**src/rtl/alu_pkg.sv**
```systemverilog
// rtl/alu_pkg.sv - shared ALU op encoding and default widths
// Purpose: operation enum and width defaults shared by the ALU and alu_requester.
// Ports: none (package).
package alu_pkg;

  // NOP must stay at encoding 0 so that a reset bus reads as NOP.
  typedef enum logic [2:0] {
    OP_NOP = 3'd0,
    OP_ADD = 3'd1,
    OP_SUB = 3'd2,
    OP_AND = 3'd3,
    OP_OR  = 3'd4,
    OP_XOR = 3'd5
  } alu_op_t;

  localparam int ALU_DATA_W = 5;
  localparam int ALU_OUT_W  = 6;

endpackage

```
**src/rtl/alu_requester_if.sv**
```systemverilog
// rtl/alu_requester_if.sv - ALU op bus between requester and ALU
// Purpose: groups the ALU request (op_in/a_in/b_in/in_valid) and result (out/out_valid) signals.
// Ports (modports):
//   master - drives op_in, a_in, b_in, in_valid; receives out, out_valid (requester side)
//   slave  - receives op_in, a_in, b_in, in_valid; drives out, out_valid (ALU side)
interface alu_requester_if
  import alu_pkg::*;
#(
  parameter int DATA_W = ALU_DATA_W,
  parameter int OUT_W  = ALU_OUT_W
) ();

  alu_op_t             op_in;
  logic [DATA_W-1:0]   a_in;
  logic [DATA_W-1:0]   b_in;
  logic                in_valid;
  logic [OUT_W-1:0]    out;
  logic                out_valid;

  modport master (
    output op_in, a_in, b_in, in_valid,
    input  out, out_valid
  );

  modport slave (
    input  op_in, a_in, b_in, in_valid,
    output out, out_valid
  );

endinterface

```
**src/rtl/alu_requester_exp_fifo.sv**
```systemverilog
// rtl/alu_requester_exp_fifo.sv - synchronous FIFO holding expected ALU results
// Purpose: stores one expected result per issued op; head is the expectation for the oldest op.
// Ports:
//   clk, rst        clock, async active-low reset (empties the FIFO)
//   push, din       write din at tail (ignored when full unless popping)
//   pop             drop head (ignored when empty)
//   head            current head entry
//   full, empty     occupancy flags
module exp_fifo #(
  parameter int WIDTH = 6,
  parameter int DEPTH = 4
) (
  input  logic             clk,
  input  logic             rst,
  input  logic             push,
  input  logic [WIDTH-1:0] din,
  input  logic             pop,
  output logic [WIDTH-1:0] head,
  output logic             full,
  output logic             empty
);

  localparam int AW = $clog2(DEPTH);

  logic [WIDTH-1:0] mem [DEPTH];
  logic [AW-1:0]    wr_ptr;
  logic [AW-1:0]    rd_ptr;
  logic [AW:0]      count;
  logic             do_push;
  logic             do_pop;

  assign full    = (count == (AW+1)'(DEPTH));
  assign empty   = (count == '0);
  assign do_pop  = pop && !empty;
  assign do_push = push && (!full || do_pop);
  assign head    = mem[rd_ptr];

  // Storage needs no reset: entries are only read when count says they are valid.
  always_ff @(posedge clk) begin
    if (do_push) mem[wr_ptr] <= din;
  end

  // Pointers are exactly AW bits, so they wrap modulo DEPTH (DEPTH is a power of 2).
  always_ff @(posedge clk or negedge rst) begin
    if (!rst) begin
      wr_ptr <= '0;
      rd_ptr <= '0;
      count  <= '0;
    end else begin
      if (do_push) wr_ptr <= wr_ptr + 1'b1;
      if (do_pop)  rd_ptr <= rd_ptr + 1'b1;
      case ({do_push, do_pop})
        2'b10:   count <= count + 1'b1;
        2'b01:   count <= count - 1'b1;
        default: count <= count;
      endcase
    end
  end

endmodule

```
**src/rtl/alu_requester.sv**
```systemverilog
// rtl/alu_requester.sv - issues ALU ops and checks results against expectations
// Purpose: accepts command+expected tuples, drives them to the ALU, matches returned results in order.
// Ports:
//   clk, rst                          clock, async active-low reset
//   cmd_valid/cmd_ready               upstream command handshake
//   cmd_op, cmd_a, cmd_b, cmd_exp     operation, operands, expected result
//   alu                               ALU op bus (master side)
//   res_valid, res_data, res_mismatch one pulse per retired result, with compare outcome
//   outstanding                       ops issued whose result has not returned
//   mismatch_cnt                      saturating mismatch count
//   err_spurious, err_timeout         sticky error flags
module alu_requester
  import alu_pkg::*;
#(
  parameter int DATA_W  = ALU_DATA_W,
  parameter int OUT_W   = ALU_OUT_W,
  parameter int DEPTH   = 4,
  parameter int TIMEOUT = 64
) (
  input  logic                   clk,
  input  logic                   rst,
  input  logic                   cmd_valid,
  output logic                   cmd_ready,
  input  alu_op_t                cmd_op,
  input  logic [DATA_W-1:0]      cmd_a,
  input  logic [DATA_W-1:0]      cmd_b,
  input  logic [OUT_W-1:0]       cmd_exp,
  alu_requester_if.master        alu,
  output logic                   res_valid,
  output logic [OUT_W-1:0]       res_data,
  output logic                   res_mismatch,
  output logic [$clog2(DEPTH):0] outstanding,
  output logic [15:0]            mismatch_cnt,
  output logic                   err_spurious,
  output logic                   err_timeout
);

  localparam int TO_W = $clog2(TIMEOUT + 1);

  logic             issue;
  logic             retire;
  logic             mismatch;
  logic             fifo_full;
  logic             fifo_empty;
  logic [OUT_W-1:0] exp_head;
  logic [TO_W-1:0]  idle_cnt;

  // The FIFO and the outstanding counter move in lockstep, so its flags stand in for
  // outstanding==DEPTH / outstanding==0 without another comparator.
  assign cmd_ready = !fifo_full && !err_timeout;
  assign issue     = cmd_valid && cmd_ready;
  assign retire    = alu.out_valid && !fifo_empty;
  assign mismatch  = (alu.out != exp_head);

  exp_fifo #(
    .WIDTH (OUT_W),
    .DEPTH (DEPTH)
  ) u_exp_fifo (
    .clk   (clk),
    .rst   (rst),
    .push  (issue),
    .din   (cmd_exp),
    .pop   (retire),
    .head  (exp_head),
    .full  (fifo_full),
    .empty (fifo_empty)
  );

  // Issue stage: the ALU has no ready, so every registered op is final.
  always_ff @(posedge clk or negedge rst) begin
    if (!rst) begin
      alu.in_valid <= 1'b0;
      alu.op_in    <= OP_NOP;
      alu.a_in     <= '0;
      alu.b_in     <= '0;
    end else begin
      alu.in_valid <= issue;
      alu.op_in    <= issue ? cmd_op : OP_NOP;
      alu.a_in     <= issue ? cmd_a  : '0;
      alu.b_in     <= issue ? cmd_b  : '0;
    end
  end

  // Retire/compare stage.
  always_ff @(posedge clk or negedge rst) begin
    if (!rst) begin
      res_valid    <= 1'b0;
      res_data     <= '0;
      res_mismatch <= 1'b0;
      mismatch_cnt <= '0;
      err_spurious <= 1'b0;
    end else begin
      res_valid    <= retire;
      res_mismatch <= retire && mismatch;
      if (retire) res_data <= alu.out;
      if (retire && mismatch && (mismatch_cnt != 16'hFFFF)) mismatch_cnt <= mismatch_cnt + 16'd1;
      if (alu.out_valid && fifo_empty) err_spurious <= 1'b1;
    end
  end

  always_ff @(posedge clk or negedge rst) begin
    if (!rst) begin
      outstanding <= '0;
    end else begin
      case ({issue, retire})
        2'b10:   outstanding <= outstanding + 1'b1;
        2'b01:   outstanding <= outstanding - 1'b1;
        default: outstanding <= outstanding;
      endcase
    end
  end

  // Idle counter holds at TIMEOUT once reached; err_timeout stays set until reset.
  always_ff @(posedge clk or negedge rst) begin
    if (!rst) begin
      idle_cnt    <= '0;
      err_timeout <= 1'b0;
    end else if (alu.out_valid || fifo_empty) begin
      idle_cnt <= '0;
    end else if (idle_cnt != TO_W'(TIMEOUT)) begin
      idle_cnt <= idle_cnt + 1'b1;
      if (idle_cnt == TO_W'(TIMEOUT - 1)) err_timeout <= 1'b1;
    end
  end

endmodule
```
**src/flat_wrapper.sv**
```systemverilog
// flat-port wrapper written by rule: the top's interface ports become plain ports
module alu_requester_flat import alu_pkg::*;
#(
  parameter int DATA_W  = ALU_DATA_W,
  parameter int OUT_W   = ALU_OUT_W,
  parameter int DEPTH   = 4,
  parameter int TIMEOUT = 64
)
  (clk, rst, cmd_valid, cmd_ready, cmd_op, cmd_a, cmd_b, cmd_exp, res_valid, res_data, res_mismatch, outstanding, mismatch_cnt, err_spurious, err_timeout, alu_op_in, alu_a_in, alu_b_in, alu_in_valid, alu_out, alu_out_valid);
  alu_requester_if #(.DATA_W(DATA_W), .OUT_W(OUT_W)) alu_i ();
  input  logic clk;
  input  logic rst;
  input  logic cmd_valid;
  output logic cmd_ready;
  input  alu_op_t cmd_op;
  input  logic [DATA_W-1:0] cmd_a;
  input  logic [DATA_W-1:0] cmd_b;
  input  logic [OUT_W-1:0] cmd_exp;
  output logic res_valid;
  output logic [OUT_W-1:0] res_data;
  output logic res_mismatch;
  output logic [$clog2(DEPTH):0] outstanding;
  output logic [15:0] mismatch_cnt;
  output logic err_spurious;
  output logic err_timeout;
  output wire logic [$bits(alu_i.op_in)-1:0] alu_op_in;
  output wire logic [$bits(alu_i.a_in)-1:0] alu_a_in;
  output wire logic [$bits(alu_i.b_in)-1:0] alu_b_in;
  output wire logic [$bits(alu_i.in_valid)-1:0] alu_in_valid;
  input wire logic [$bits(alu_i.out)-1:0] alu_out;
  input wire logic [$bits(alu_i.out_valid)-1:0] alu_out_valid;
  assign alu_op_in = alu_i.op_in;
  assign alu_a_in = alu_i.a_in;
  assign alu_b_in = alu_i.b_in;
  assign alu_in_valid = alu_i.in_valid;
  assign alu_i.out = alu_out;
  assign alu_i.out_valid = alu_out_valid;
  alu_requester #(.DATA_W(DATA_W), .OUT_W(OUT_W), .DEPTH(DEPTH), .TIMEOUT(TIMEOUT)) u_core (.clk(clk), .rst(rst), .cmd_valid(cmd_valid), .cmd_ready(cmd_ready), .cmd_op(cmd_op), .cmd_a(cmd_a), .cmd_b(cmd_b), .cmd_exp(cmd_exp), .alu(alu_i), .res_valid(res_valid), .res_data(res_data), .res_mismatch(res_mismatch), .outstanding(outstanding), .mismatch_cnt(mismatch_cnt), .err_spurious(err_spurious), .err_timeout(err_timeout));
endmodule
```
**config.mk**
```make
export PLATFORM = sky130hd
export DESIGN_NAME = alu_requester_flat
export DESIGN_NICKNAME = d
export VERILOG_FILES = /design/src/rtl/alu_pkg.sv /design/src/rtl/alu_requester_if.sv /design/src/rtl/alu_requester_exp_fifo.sv /design/src/rtl/alu_requester.sv /design/src/flat_wrapper.sv
export SDC_FILE = /design/constraint.sdc
export NUM_CORES = 1
export LEC_CHECK = 0
export CORE_ASPECT_RATIO = 1.1
export CORE_MARGIN = 2
export CORE_UTILIZATION = 35
export CTS_CLUSTER_DIAMETER = 40
export DETAILED_ROUTE_END_ITERATION = 8
export PLACE_DENSITY_LB_ADDON = 0.08
export SKIP_LAST_GASP = 1
export SLEW_MARGIN = 20
export SYNTH_ARGS = -nofsm -noshare
export SYNTH_HDL_FRONTEND = slang
export SYNTH_SLANG_ARGS = --single-unit
```
**constraint.sdc**
```tcl
create_clock -name clk -period 2.8 [get_ports clk]
set_input_delay 0.42 -clock clk [delete_from_list [all_inputs] [get_ports clk]]
set_output_delay 0.42 -clock clk [all_outputs]
set_load 0.005 [all_outputs]
```
==> key figures <==
Synthesis
  – Cells after Synth: 266
  – FFs w/ async S/R, synth: between 70% and 80%
  – Total nets after synthesis: ~310
  – Portion of the post-synthesis area used by sequential elements: 61.7%
  – Number of synthesized register bits: 81
  – Synth warnings: 0
  – Post-synth EDFFs: 24
  – Mean cell area of the mapped netlist: ~13 µm²
  – Summed instance area of the synthesized netlist: 3480 µm²
  – Most used flip-flop cell after synthesis: sky130_fd_sc_hd__dfrtp_1
  – Synth unique cells: 38

Worst setup path
  – Number of buffers and inverters on the critical path: 1
  – Required time at the worst-slack endpoint: 3.10 ns
  – Peak per-stage delay on the critical path: 0.64 ns
  – Crit Reg-Reg Startpoint: u_core.u_exp_fifo.rd_ptr[0]
  – Worst reg-to-reg setup slack: approximately 0.31 ns
  – Kind of capture point of the worst setup path: flip-flop
  – Worst R2R End: u_core.mismatch_cnt[2]
  – Crit path DAT: 2.78 ns
  – Worst path cell trace: mux4_1 -> xnor2_1 -> nand4_1 -> nor3_4 -> buf_12 -> or4_2 -> nand2_1
  – Worst r2r path cells: 7
  – Crit Path Class: reg -> reg
  – Kind of cell with the highest combined delay on the critical path: simple AND/OR/NAND/NOR gates
  – Slowest library cell on the worst path: sky130_fd_sc_hd__mux4_1
  – Max Fanout on Critical Path: 17
  – Startpoint type of the worst setup path: flip-flop

Clocking
  – CTS Root Buffer Type: sky130_fd_sc_hd__clkbuf_8
  – Clk_lat worst skew: 0.36 ns
  – CTS H-tree lvls: 3
  – Number of CTS-inserted buffers: 9
  – Clock tree from TritonCTS: yes
  – Number of buffers on the longest clock path: 2
  – Clock transition at path regs: around 0.090 ns
  – Clock Sink Count: 81

Global routing
  – Total gr overflow: 0
  – Initial antenna violation count: 0
  – Via count of the first global-routing pass: 2257
  – Global-route wire length before repair: 11200 µm
  – Overall track demand over capacity in global routing: 13.5%
  – Maximum number of pins on one net before global-route repair: 58

Floorplanning
  – Initial Util: a little over a third
  – Std-Cell Core Area: just under 10000 µm²
  – Vertical die dimension: 109 µm
  – Total Die Area: 10800 µm²
  – Number of top-level pins: 73
  – Die width: 99.1 µm
  – Row Count: 38

Placement
  – Count of input and output buffers: 72
  – Final weighted congestion in routability-driven placement: slightly below 0.8
  – Estimated wirelength of the detail-placed design: 4780 µm

Timing
  – Setup TNS: 0 ns
  – Final critical-path required period: 2.49 ns
  – RSZ-0062 raised after global routing: false
  – Number of setup violations in the final report: 0
  – Maximum clock rate: 402 MHz
  – Number of failing hold endpoints at the final stage: 0
  – Worst rel slew slack: 76.2%
  – Crit share post-route: 88.9%
  – Final worst clock skew: around 0.0071 ns
  – Fin. max-slew vios: 0
  – Tightest Pin Transition: 0.358 ns

Route
  – Via count: 2266
  – Average via count per standard cell: 4.80
  – Average detailed-routed wire length per instance: between 10 and 15 µm
  – Initial DRC count: 56
  – Post-Route WL: 6770 µm
  – DRC violations left: 0
  – Pre-Repair DR Iteration Count: 4
  – Post-DRT Antenna Nets: 0

Power
  – Cell Pwr Density: 714 nW/µm²
  – Net switching power figure: 1000 µW
  – Total power consumption of the routed design: 3250 µW
  – Clock network fraction of total power: 24.8%
  – Sequential group share of total power: 48.4%
  – Cell leakage power: 0.00198 µW
  – Switching share of power: 30.9%
  – Worst IR Drop VDD: 296 µV
  – Combinational share of power: 26.9%
  – Internal Power: about 2200 µW

Final layout
  – Proportion of layout cells with a drive suffix above 1: 9.38%
  – Number of nets at the end of the flow: 387
  – Number of antenna repair diodes: 0
  – Area grow syn2layout: 30.9%

Min path
  – Type of the most critical hold path: in -> async

Run status
  – Run status: finished, final reports clean

Run
  – Number of max-cap violations: 0
## metal layers
metal	global-route usage, %	vias to the layer above	wire length, µm
met4	7.05	0	155
met2	20.1	59	3110
met3	3.56	11	423
met1	18.3	1107	3080
met5	0	-	0
li1	-	1089	-
## registers in the layout (all words and copies together), names as in the netlist
register and cells:
u_core.alu.a_in 5, u_core.alu.b_in 5, u_core.alu.in_valid 1, u_core.alu.op_in 3, u_core.err_spurious 1, u_core.err_timeout 1, u_core.idle_cnt 7, u_core.mismatch_cnt 16
u_core.outstanding 3, u_core.res_data 6, u_core.res_mismatch 1, u_core.res_valid 1, u_core.u_exp_fifo.count 3, u_core.u_exp_fifo.mem 24, u_core.u_exp_fifo.rd_ptr 2, u_core.u_exp_fifo.wr_ptr 2
## what timing repair did
action | in CTS | in global routing
endpoints found under the setup margin | 0 | 2
hold buffers | 0 | 0
resized for setup | 0 | 0
setup buffers | 0 | 1
## power groups by stage
stage,Sequential [µW],Combinational [µW],Clock (µW)
after global placement,1600,861,0
after CTS,1580,887,828
final,1570,874,805
after floorplan,1540,539,0
after global routing,1600,975,876
after detailed placement,1600,883,0
## Yosys cell counts (all sizes together) (5+ instances only)
| library cell | number | area, µm² |
|---|---|---|
| inv | 10 | 37.5 |
| and3 | 19 | 119 |
| xor2 | 22 | 193 |
| nand3 | 12 | 60.1 |
| ha | 9 | 113 |
| nor3 | 14 | 86.3 |
| xnor2 | 12 | 105 |
| edfxtp | 24 | 721 |
| nand4 | 5 | 31.3 |
| clkbuf | 5 | 18.8 |
| nor2 | 16 | 62.6 |
| dfrtp | 57 | 1430 |
| nand2 | 27 | 101 |
| mux4 | 6 | 158 |
## logic make-up after synthesis
kind of cell	count (synthesis)	share of synthesized area [%]
adders and majority gates	11	4.39
DFF	81	61.7
muxes	10	6.01
buffers and inverters	19	2.52
AOI/OAI and AO/OA	7	1.37
and+or+nand+nor	104	15.4
xor gates and xnor gates	34	8.56
## layout by cell type, fill, tap and decap left out, types with 10 or more instances in the layout
cell	instances
sky130_fd_sc_hd__and3_1	19
sky130_fd_sc_hd__inv_1	10
sky130_fd_sc_hd__xor2_1	22
sky130_fd_sc_hd__nand2_1	27
sky130_fd_sc_hd__nand3_1	12
sky130_fd_sc_hd__clkdlybuf4s50_1	71
sky130_fd_sc_hd__xnor2_1	12
sky130_fd_sc_hd__nor2_1	15
sky130_fd_sc_hd__nor3_1	12
sky130_fd_sc_hd__edfxtp_1	24
sky130_fd_sc_hd__dfrtp_1	57
## worst max-delay path by stage
stage                                      startpoint                      to  slack [ns]  cells past startpoint
after floorplan            u_core.u_exp_fifo.count[0]   u_core.outstanding[2]        0.56                     10
after global placement    u_core.u_exp_fifo.rd_ptr[0]  u_core.mismatch_cnt[1]        0.25                      6
after detailed placement  u_core.u_exp_fifo.rd_ptr[0]  u_core.mismatch_cnt[1]        0.15                      6
after CTS                 u_core.u_exp_fifo.rd_ptr[0]  u_core.mismatch_cnt[1]        0.12                      6
after global routing      u_core.u_exp_fifo.rd_ptr[0]  u_core.mismatch_cnt[2]        0.19                      7
final                     u_core.u_exp_fifo.rd_ptr[0]  u_core.mismatch_cnt[2]        0.31                      7
## metrics by stage
stage               setup slack [ns]  cells  hold WS [ns]  utilization (%)  cell area (µm²)
global placement               0.247    455         0.442             44.6             4350
floorplan                      0.556    266         0.124                -             3480
detailed placement             0.146    455         0.445             44.6             4350
global route                   0.185    472        0.0765             46.7             4550
finish                         0.312    472        0.0470             46.7             4550
CTS                            0.124    471        0.0517             46.5             4530
## final cells by class
class	count	area (µm²)
inverters	11	41.3
repair buffers	78	786
well taps	120	150
flip-flops and latches	81	2150
fillers	895	5190
clock buffers	9	124
multi-input cells	166	1240
clock inverters	7	60.1
Note: power is estimated with default switching activity, not from simulation.
